**src/rtl/maze_pkg.sv**
```systemverilog
// Shared maze definitions: screen state codes, play sub-states, move directions.
// Imported by the game controller and the pixel renderer.
package maze_pkg;

  localparam int MAX_NUM    = 19;
  localparam int MIN_NUM    = 5;
  localparam int MAP_BITS   = MAX_NUM * MAX_NUM;
  localparam int MOVE_CNT_W = 10;

  typedef enum logic [1:0] {
    ST_WELCOME = 2'b00,
    ST_PLAY    = 2'b01,
    ST_WIN     = 2'b10
  } state_e;

  typedef enum logic [1:0] {
    SUB_IDLE   = 2'b00,
    SUB_CHECK  = 2'b01,
    SUB_COMMIT = 2'b10
  } play_e;

  typedef enum logic [1:0] {
    DIR_UP    = 2'b00,
    DIR_DOWN  = 2'b01,
    DIR_LEFT  = 2'b10,
    DIR_RIGHT = 2'b11
  } dir_e;

  // Target cell one step away; 6 bits so a step left/up from 0 shows as negative.
  function automatic logic [11:0] step_target(dir_e d, logic [4:0] x, logic [4:0] y);
    logic [5:0] tx;
    logic [5:0] ty;
    tx = {1'b0, x};
    ty = {1'b0, y};
    case (d)
      DIR_UP:   ty = ty - 6'd1;
      DIR_DOWN: ty = ty + 6'd1;
      DIR_LEFT: tx = tx - 6'd1;
      default:  tx = tx + 6'd1;
    endcase
    return {tx, ty};
  endfunction

endpackage

```
**src/rtl/btn_sync_edge.sv**
```systemverilog
// Two-flop synchroniser for an asynchronous debounced button, followed by a
// rising-edge detector giving a single-cycle pulse.
module btn_sync_edge (
  input  logic clk_i,
  input  logic rst_ni,
  input  logic btn_i,
  output logic pulse_o
);

  logic s1_q;
  logic s2_q;
  logic prev_q;

  always_ff @(posedge clk_i or negedge rst_ni) begin
    if (!rst_ni) begin
      s1_q   <= 1'b0;
      s2_q   <= 1'b0;
      prev_q <= 1'b0;
    end else begin
      s1_q   <= btn_i;
      s2_q   <= s1_q;
      prev_q <= s2_q;
    end
  end

  assign pulse_o = s2_q & ~prev_q;

endmodule

```
**src/rtl/maze_game_ctrl.sv**
```systemverilog
// Maze game sequencer: screen state, player cell and move counter; each legal
// move is range-checked, indexed and wall-checked over three cycles.
module maze_game_ctrl #(
  parameter int MAX_NUM    = 19,
  parameter int MAP_BITS   = 361,
  parameter int MOVE_CNT_W = 10
) (
  input  logic                  vga_clk,
  input  logic                  rst_sys,
  input  logic                  btn_start,
  input  logic                  btn_up,
  input  logic                  btn_down,
  input  logic                  btn_left,
  input  logic                  btn_right,
  input  logic [4:0]            num,
  input  logic [MAP_BITS-1:0]   map,
  output logic [1:0]            state,
  output logic [4:0]            x_index,
  output logic [4:0]            y_index,
  output logic [MOVE_CNT_W-1:0] move_count,
  output logic                  busy
);

  import maze_pkg::*;

  logic                  start_p, up_p, down_p, left_p, right_p;
  logic                  dir_one;
  dir_e                  dir;
  logic [4:0]            num_clamped;

  state_e                state_q;
  play_e                 sub_q;
  logic [4:0]            x_q, y_q, num_q;
  logic [5:0]            tx_q, ty_q;
  logic [8:0]            idx_q;
  logic                  inrng_q;
  logic                  busy_q;
  logic [MOVE_CNT_W-1:0] cnt_q;

  btn_sync_edge u_sync_start (.clk_i(vga_clk), .rst_ni(rst_sys), .btn_i(btn_start), .pulse_o(start_p));
  btn_sync_edge u_sync_up    (.clk_i(vga_clk), .rst_ni(rst_sys), .btn_i(btn_up),    .pulse_o(up_p));
  btn_sync_edge u_sync_down  (.clk_i(vga_clk), .rst_ni(rst_sys), .btn_i(btn_down),  .pulse_o(down_p));
  btn_sync_edge u_sync_left  (.clk_i(vga_clk), .rst_ni(rst_sys), .btn_i(btn_left),  .pulse_o(left_p));
  btn_sync_edge u_sync_right (.clk_i(vga_clk), .rst_ni(rst_sys), .btn_i(btn_right), .pulse_o(right_p));

  always_comb begin
    dir_one = $onehot({up_p, down_p, left_p, right_p});
    dir     = DIR_RIGHT;
    if (up_p)        dir = DIR_UP;
    else if (down_p) dir = DIR_DOWN;
    else if (left_p) dir = DIR_LEFT;
    num_clamped = num;
    if (num < 5'd5)                num_clamped = 5'd5;
    else if (num > 5'(MAX_NUM))    num_clamped = 5'(MAX_NUM);
  end

  always_ff @(posedge vga_clk or negedge rst_sys) begin
    if (!rst_sys) begin
      state_q <= ST_WELCOME;
      sub_q   <= SUB_IDLE;
      x_q     <= 5'd1;
      y_q     <= 5'd1;
      num_q   <= 5'd5;
      tx_q    <= 6'd0;
      ty_q    <= 6'd0;
      idx_q   <= 9'd0;
      inrng_q <= 1'b0;
      busy_q  <= 1'b0;
      cnt_q   <= '0;
    end else begin
      case (state_q)
        ST_WELCOME: begin
          x_q    <= 5'd1;
          y_q    <= 5'd1;
          cnt_q  <= '0;
          busy_q <= 1'b0;
          sub_q  <= SUB_IDLE;
          if (start_p) begin
            num_q   <= num_clamped;
            state_q <= ST_PLAY;
          end
        end
        ST_PLAY: begin
          case (sub_q)
            SUB_IDLE: begin
              if (x_q == num_q - 5'd2 && y_q == num_q - 5'd2) begin
                state_q <= ST_WIN;
              end else if (dir_one) begin
                {tx_q, ty_q} <= step_target(dir, x_q, y_q);
                busy_q       <= 1'b1;
                sub_q        <= SUB_CHECK;
              end
            end
            SUB_CHECK: begin
              // Bit 5 set means the step went below zero.
              inrng_q <= !tx_q[5] && !ty_q[5] && (tx_q[4:0] < num_q) && (ty_q[4:0] < num_q);
              idx_q   <= 9'(ty_q[4:0]) * 9'(num_q) + 9'(tx_q[4:0]);
              sub_q   <= SUB_COMMIT;
            end
            SUB_COMMIT: begin
              if (inrng_q && !map[idx_q]) begin
                x_q <= tx_q[4:0];
                y_q <= ty_q[4:0];
                if (cnt_q != {MOVE_CNT_W{1'b1}}) cnt_q <= cnt_q + 1'b1;
              end
              busy_q <= 1'b0;
              sub_q  <= SUB_IDLE;
            end
            default: sub_q <= SUB_IDLE;
          endcase
        end
        ST_WIN: begin
          if (start_p) begin
            state_q <= ST_WELCOME;
            x_q     <= 5'd1;
            y_q     <= 5'd1;
            cnt_q   <= '0;
          end
        end
        default: state_q <= ST_WELCOME;
      endcase
    end
  end

  assign state      = state_q;
  assign x_index    = x_q;
  assign y_index    = y_q;
  assign move_count = cnt_q;
  assign busy       = busy_q;

endmodule

```
**config.mk**
```make
export PLATFORM = sky130hd
export DESIGN_NAME = maze_game_ctrl
export DESIGN_NICKNAME = d
export VERILOG_FILES = /design/src/rtl/maze_pkg.sv /design/src/rtl/btn_sync_edge.sv /design/src/rtl/maze_game_ctrl.sv
export SDC_FILE = /design/constraint.sdc
export NUM_CORES = 1
export LEC_CHECK = 0
export CAP_MARGIN = 10
export CORE_AREA = 3 3 152 154
export CTS_CLUSTER_DIAMETER = 60
export DETAILED_ROUTE_END_ITERATION = 10
export DIE_AREA = 0 0 155 157
export GPL_TIMING_DRIVEN = 0
export PLACE_DENSITY = 0.85
export REMOVE_ABC_BUFFERS = 1
export SETUP_SLACK_MARGIN = 0.3
export SLEW_MARGIN = 20
export SYNTH_ARGS = -nofsm -noshare
export SYNTH_HDL_FRONTEND = slang
export SYNTH_SLANG_ARGS = --single-unit
```
**constraint.sdc**
```tcl
create_clock -name vga_clk -period 3.3 [get_ports vga_clk]
set_input_delay 0.495 -clock vga_clk [delete_from_list [all_inputs] [get_ports vga_clk]]
set_output_delay 0.495 -clock vga_clk [all_outputs]
set_load 0.1 [all_outputs]
```
=== Word level (Yosys, flattened, before mapping) ===
Cells that the tools add are included.

* Word-level logic and storage cells: 129
* Output and inout port bits: 23
* Input bits: 373
* Register bits: 67

* Bitwise operators: 11
* Reduce and logical (&&, ||, !) cells: 22
* Muxes and demuxes: 34
* $add $sub $neg: 10
* Eq/ne operators: 20
* Multipliers: 1
* $lt $le $gt $ge: 5

{| class="wikitable"
|+ Operators with widths
! kind !! count
|-
| 10-bit 2-to-1 mux || 4
|-
| 5-bit 2-to-1 mux || 7
|-
| 10-bit one-hot mux with 3 select lines || 1
|-
| 5-bit one-hot mux with 3 select lines || 2
|-
| 6-bit one-hot mux with 2 select lines || 2
|-
| 2-bit 2-to-1 mux || 8
|-
| 4-bit AND reduction || 4
|-
| 5-bit by 1-bit adder with 6-bit output (second input constant) || 2
|-
| 2-bit != test (second input constant) || 6
|-
| 5-bit by 1-bit subtractor with 6-bit output (second input constant) || 2
|-
| 10-bit by 1-bit adder with 10-bit output (second input constant) || 1
|-
| 5-bit == test || 2
|-
| 5-bit less-than comparator || 2
|-
| 9-bit by 10-bit less-than comparator with 1-bit output (second input constant) || 1
|-
| 10-bit != test (second input constant) || 1
|-
| 9-bit by 5-bit adder with 9-bit output || 1
|-
| 1-bit binary-select mux with 9-bit select || 1
|-
| 5-bit by 5-bit multiplier with 9-bit output || 1
|-
| 2-bit one-hot mux with 2 select lines || 2
|-
| 2-bit by 1-bit == test with 1-bit output (second input constant) || 3
|-
| 2-bit == test (second input constant) || 3
|-
| 2-bit logical NOT || 3
|-
| 3-bit != test (second input constant) || 2
|-
| 1-bit inverter || 6
|-
| other kinds (20) || 36
|}

=== Depth between registers and ports, before layout ===
* Depth in word-level cells: 9
* Gate-level depth with buffers: 15

=== Modules after synthesis ===
Synthesis repeated with hierarchy kept, for this count alone.

* Cell total of the unflattened synthesis: 731
* Area, all modules: 7,444.6 um^2

{| class="wikitable"
|+ Modules (own cells, without submodules)
! module !! instances !! area an instance (um^2) !! cells an instance
|-
| maze_game_ctrl || 1 || 7,000.5 || 711
|-
| btn_sync_edge || 5 || 88.8 || 4
|}

=== Worst setup path before layout ===
OpenSTA, ideal clock, no wires.

* Path type: reg2reg
* Start point: reg num_q[0]
* End point: reg idx_q[8]
* Stages on the path, launching flop included: 14
* Required time: 3,171 ps
* Period minus slack after synthesis: 3,576 ps
* Buffers on the path: 1
* Arrival: 3,448 ps
* Setup slack: -276 ps
* Cell sequence: dfstp_2 -> clkbuf_1 -> nand2_1 -> fa_1 -> fa_1 -> fa_1 -> inv_1 -> ha_1 -> a21o_1 -> a21oi_1 -> o21bai_1 -> a21oi_1 -> xnor2_1 -> o21ai_0

* Longest elaborated chain between the ends: 2

{| class="wikitable"
|+ RTL lines
! item !! line !! source
|-
| from (decl) || maze_game_ctrl.sv:33 || <nowiki>logic [4:0] x_q, y_q, num_q;</nowiki>
|-
| from (signal assigned) || maze_game_ctrl.sv:79 || <nowiki>num_q <= num_clamped;</nowiki>
|-
| 5-bit by 5-bit multiplier with 9-bit output || maze_game_ctrl.sv:97 || <nowiki>idx_q <= 9'(ty_q[4:0]) * 9'(num_q) + 9'(tx_q[4:0]);</nowiki>
|-
| 9-bit by 5-bit adder with 9-bit output || maze_game_ctrl.sv:97 ||
|-
| to (signal assigned) || maze_game_ctrl.sv:97 ||
|-
| to (decl) || maze_game_ctrl.sv:35 || <nowiki>logic [8:0] idx_q;</nowiki>
|}

Every way passes these cells.
A chain may end at the register's enable or synchronous reset.

=== Worst setup path in the final report ===
* Start point: reg num_q[2]
* End point: reg idx_q[8]

Same word-level chain as after synthesis.

==> metrics.json <==
{
  "outcome": {
    "result_of_the_run": "complete, but fails checks",
    "violations_in_the_final_reports": "negative setup slack"
  },
  "clock_tree": {
    "cts_buffers": 9,
    "clkLatencyLatePin_ns": 0.34,
    "htree_num_levels": 3,
    "cts.sinks": 67,
    "clock-root-buffer": "sky130_fd_sc_hd__clkbuf_16",
    "cts-hold-fix-buffers": 0,
    "clkTransAtPathRegs_ns": 0.06,
    "clockBufferDepth": 2,
    "tritoncts_clock_tree": "built"
  },
  "floorplanning": {
    "dieArea_um2": 24300,
    "die_height_um": 157,
    "floorplan.die.width_um": 155,
    "floorplan.rows": 54,
    "io-pin-count": 396,
    "core_region_area_um2": 21800,
    "initial_utilization": 0.349
  },
  "setup_path": {
    "worst_setup_path_end_kind": "flop",
    "crit_start": "num_q[2]",
    "worstSetupPathType": "reg -> reg",
    "timing.rr.end": "idx_q[8]",
    "number_of_cells_traversed_by_the_worst_register_to_register_path": 13,
    "critical_path_peak_fanout": 3,
    "r2r_setup_slack_ns": -0.18,
    "r2r_start": "num_q[2]",
    "crit_required_ns": 3.51,
    "arrival_time_of_data_at_the_critical_path_endpoint_ns": 3.69,
    "worst_setup_path_start_kind": "flop"
  },
  "power_and_ir_drop": {
    "total_power_mw": 10.2,
    "power.share.clock": 0.093,
    "power.density_cell_area_nw_per_um2": 785,
    "netSwitchingPower_mw": 4.90,
    "max-vdd-ir-drop_mv": 0.531,
    "combPwrFrac": 0.752,
    "power.leakage_nw": 5.14,
    "pwr-share-seq": 0.156,
    "power.share.switching": 0.479,
    "p_int_mw": 5.33
  },
  "layout": {
    "syn2layout_area_growth_pct": 71.0,
    "post_route_cells_drive_above_1_share": 0.179,
    "filler_instances": 1688,
    "nNetsFinal": 1604
  },
  "synth": {
    "yosys_warnings": 0,
    "synth_simple_gate_area_share": 0.140,
    "synth_edf_count": 0,
    "sequential_element_share_of_the_synthesized_area": 0.221,
    "most_instantiated_cells_after_synthesis": "76 x sky130_fd_sc_hd__nand2_1, 75 x sky130_fd_sc_hd__mux4_2, 63 x sky130_fd_sc_hd__dfrtp_1, 47 x sky130_fd_sc_hd__inv_1, 46 x sky130_fd_sc_hd__mux2i_1",
    "yosys.cell_count.top_type": "sky130_fd_sc_hd__nand2_1",
    "yosys.cell_types.count": 60,
    "netlist_instances": 760,
    "synth_adder_area_share": 0.111,
    "synth_largest_area_cell": "sky130_fd_sc_hd__mux4_2",
    "synth-main-ff-cell": "sky130_fd_sc_hd__dfrtp_1",
    "synth.area.mux_share": 0.291,
    "synth_xor_area_frac": 0.0219,
    "synth_top_area_share": 0.222,
    "main_area_contributors_after_synthesis": "sky130_fd_sc_hd__mux4_2 22%, sky130_fd_sc_hd__dfrtp_1 21%, sky130_fd_sc_hd__ha_1 6.9%",
    "postSynth.asyncResetShare": 1.00,
    "netlist_area_before_placement_um2": 7610,
    "post_synthesis_compound_gate_area_fraction": 0.155,
    "synthesis.area_per_instance_um2": 10.0,
    "synth.ff_latch_count": 67,
    "synth_top_family_by_area": "multiplexers"
  },
  "global_routing": {
    "grt_start_max_net_pins": 45,
    "grt_antenna_before_repair": 5,
    "globalRouteTotalUtil": 0.285,
    "first_global_vias": 8659,
    "grt_pass1_wl_um": 52300,
    "globalRouteOverflowTotal": 0
  },
  "timing": {
    "tightestPinTransition_ns": 1.04,
    "timing.slew.headroom": 0.307,
    "final_min_period_over_clock_period": 1.06,
    "timing.setup.tns_ns": -0.296,
    "fin_skew_ns": 0.00984,
    "final_setup_violation_count": 3,
    "hold_viol": 0,
    "period_needed_ns": 3.48,
    "rsz_0062_raised_after_global_routing": "yes",
    "finalMaxSlewViolations": 0,
    "timing.final.ws_setup_ns": -0.184,
    "timing.fmax_ghz": 0.287,
    "whs_ns": 0.0710
  },
  "route": {
    "post_detailed_route_drc_marker_count": 0,
    "drtPass1Iterations": 8,
    "route.antenna.remaining_nets": 0,
    "num_vias": 8393,
    "drt_total_wl_um": 36500,
    "viasPerCell": 5.75,
    "first_iter_violations": 712,
    "routedWlPerCell_um": 25.0
  },
  "placement": {
    "count_of_buffers_from_port_buffering": 395,
    "finalWeightedCongestion": 0.914,
    "dp_hpwl_um": 27900
  },
  "job": {
    "drv_cap": 0
  },
  "worst_hold_path": {
    "min_path_type": "in -> async"
  }
}
==> cells in the final DEF (no fill, tap or decap), types with 5 or more instances in the layout <==
master / count
sky130_fd_sc_hd__a21o_1: 13
sky130_fd_sc_hd__buf_4: 31
sky130_fd_sc_hd__buf_12: 12
sky130_fd_sc_hd__a21oi_1: 35
sky130_fd_sc_hd__o21ai_0: 26
sky130_fd_sc_hd__nand4_1: 13
sky130_fd_sc_hd__mux2i_1: 44
sky130_fd_sc_hd__xor2_1: 7
sky130_fd_sc_hd__fa_1: 14
sky130_fd_sc_hd__ha_1: 35
sky130_fd_sc_hd__nor2_1: 36
sky130_fd_sc_hd__buf_6: 6
sky130_fd_sc_hd__nor2b_1: 18
sky130_fd_sc_hd__nand2_1: 75
sky130_fd_sc_hd__and3_1: 5
sky130_fd_sc_hd__nor3_1: 9
sky130_fd_sc_hd__xnor2_1: 12
sky130_fd_sc_hd__and2_1: 14
sky130_fd_sc_hd__a31oi_1: 7
sky130_fd_sc_hd__clkdlybuf4s50_1: 394
sky130_fd_sc_hd__dfrtp_2: 6
sky130_fd_sc_hd__mux4_2: 75
sky130_fd_sc_hd__o21ai_1: 6
sky130_fd_sc_hd__a211oi_1: 10
sky130_fd_sc_hd__nand2b_1: 8
sky130_fd_sc_hd__clkbuf_16: 9
sky130_fd_sc_hd__dfrtp_1: 55
sky130_fd_sc_hd__nand3_1: 18
sky130_fd_sc_hd__o211ai_1: 8
sky130_fd_sc_hd__inv_1: 44
sky130_fd_sc_hd__a22oi_1: 11
==> critical path, stage by stage (launching register included) <==
cell	delay [ns]
sky130_fd_sc_hd__dfstp_2	0.55
sky130_fd_sc_hd__ha_2	0.17
sky130_fd_sc_hd__inv_2	0.03
sky130_fd_sc_hd__fa_1	0.49
sky130_fd_sc_hd__fa_1	0.44
sky130_fd_sc_hd__fa_1	0.52
sky130_fd_sc_hd__inv_2	0.05
sky130_fd_sc_hd__ha_4	0.22
sky130_fd_sc_hd__a21o_1	0.21
sky130_fd_sc_hd__a21oi_4	0.17
sky130_fd_sc_hd__o21bai_1	0.08
sky130_fd_sc_hd__a21oi_1	0.18
sky130_fd_sc_hd__xnor2_1	0.16
sky130_fd_sc_hd__o21ai_1	0.08
==> layer usage <==
layer  vias up  global-route usage  share of wire
met2       501               0.484           0.47
met4         8              0.0841          0.032
met3        80              0.0866           0.10
li1       3737                   -              -
met1      4067               0.353           0.39
met5         -                   0         0.0016
==> final cells by class <==
class	instances	area (um^2)	area share
multi-input cells	598	5830	0.448
repair buffers	450	4670	0.359
flip-flops and latches	67	1700	0.130
well taps	280	350	0.0269
clock buffers	12	236	0.0182
inverters	47	176	0.0136
clock inverters	4	52.6	0.00404
diodes	1	2.50	0.000192
==> sequential cells by signal, indices dropped and copies added, names as in the netlist, 2 cells and up <==
register / cells
idx_q: 9
sub_q: 2
move_count: 10
ty_q: 6
x_index: 5
state: 2
num_q: 5
y_index: 5
tx_q: 6
==> power by group through the flow <==
stage | combinational (mW) | clock [mW] | sequential [mW]
finish | 7.69 | 0.946 | 1.59
global route | 8.17 | 0.993 | 1.63
CTS | 7.15 | 0.951 | 1.59
detailed placement | 5.63 | 0 | 1.77
global placement | 5.29 | 0 | 2.02
floorplan | 3.40 | 0 | 2.06
==> timing repair <==
item	in CTS	in global routing
pin swaps	30	23
resized for setup	55	21
buffers inserted	27	18
endpoints found under the setup margin	38	39
gates cloned	3	1
==> worst max path at each step <==
stage / endpoint
floorplan: move_count[3]
finish: idx_q[8]
detailed placement: move_count[7]
global route: idx_q[8]
CTS: idx_q[8]
global placement: move_count[5]
==> metrics by stage <==
step	utilization	cell area (um^2)	std cells	setup WS [ns]
finish	0.597	13000	1459	-0.184
global route	0.597	13000	1459	-0.297
CTS	0.584	12800	1439	-0.213
detailed placement	0.541	11800	1393	-1.67
global placement	0.533	11600	1385	-5.40
floorplan	-	7330	710	-3.07
==> logic make-up (layout without fill, tap and decap cells) <==
| kind of cell | after synthesis | after routing |
|---|---|---|
| muxes | 127 | 127 |
| AOI/OAI and AO/OA | 173 | 174 |
| adders and majority gates | 58 | 58 |
| other | 0 | 1 |
| xor gates and xnor gates | 19 | 19 |
| DFF | 67 | 67 |
| buffers and inverters | 97 | 513 |
| and+or+nand+nor | 219 | 220 |
No activity file was read; power rests on OpenSTA's default activity.
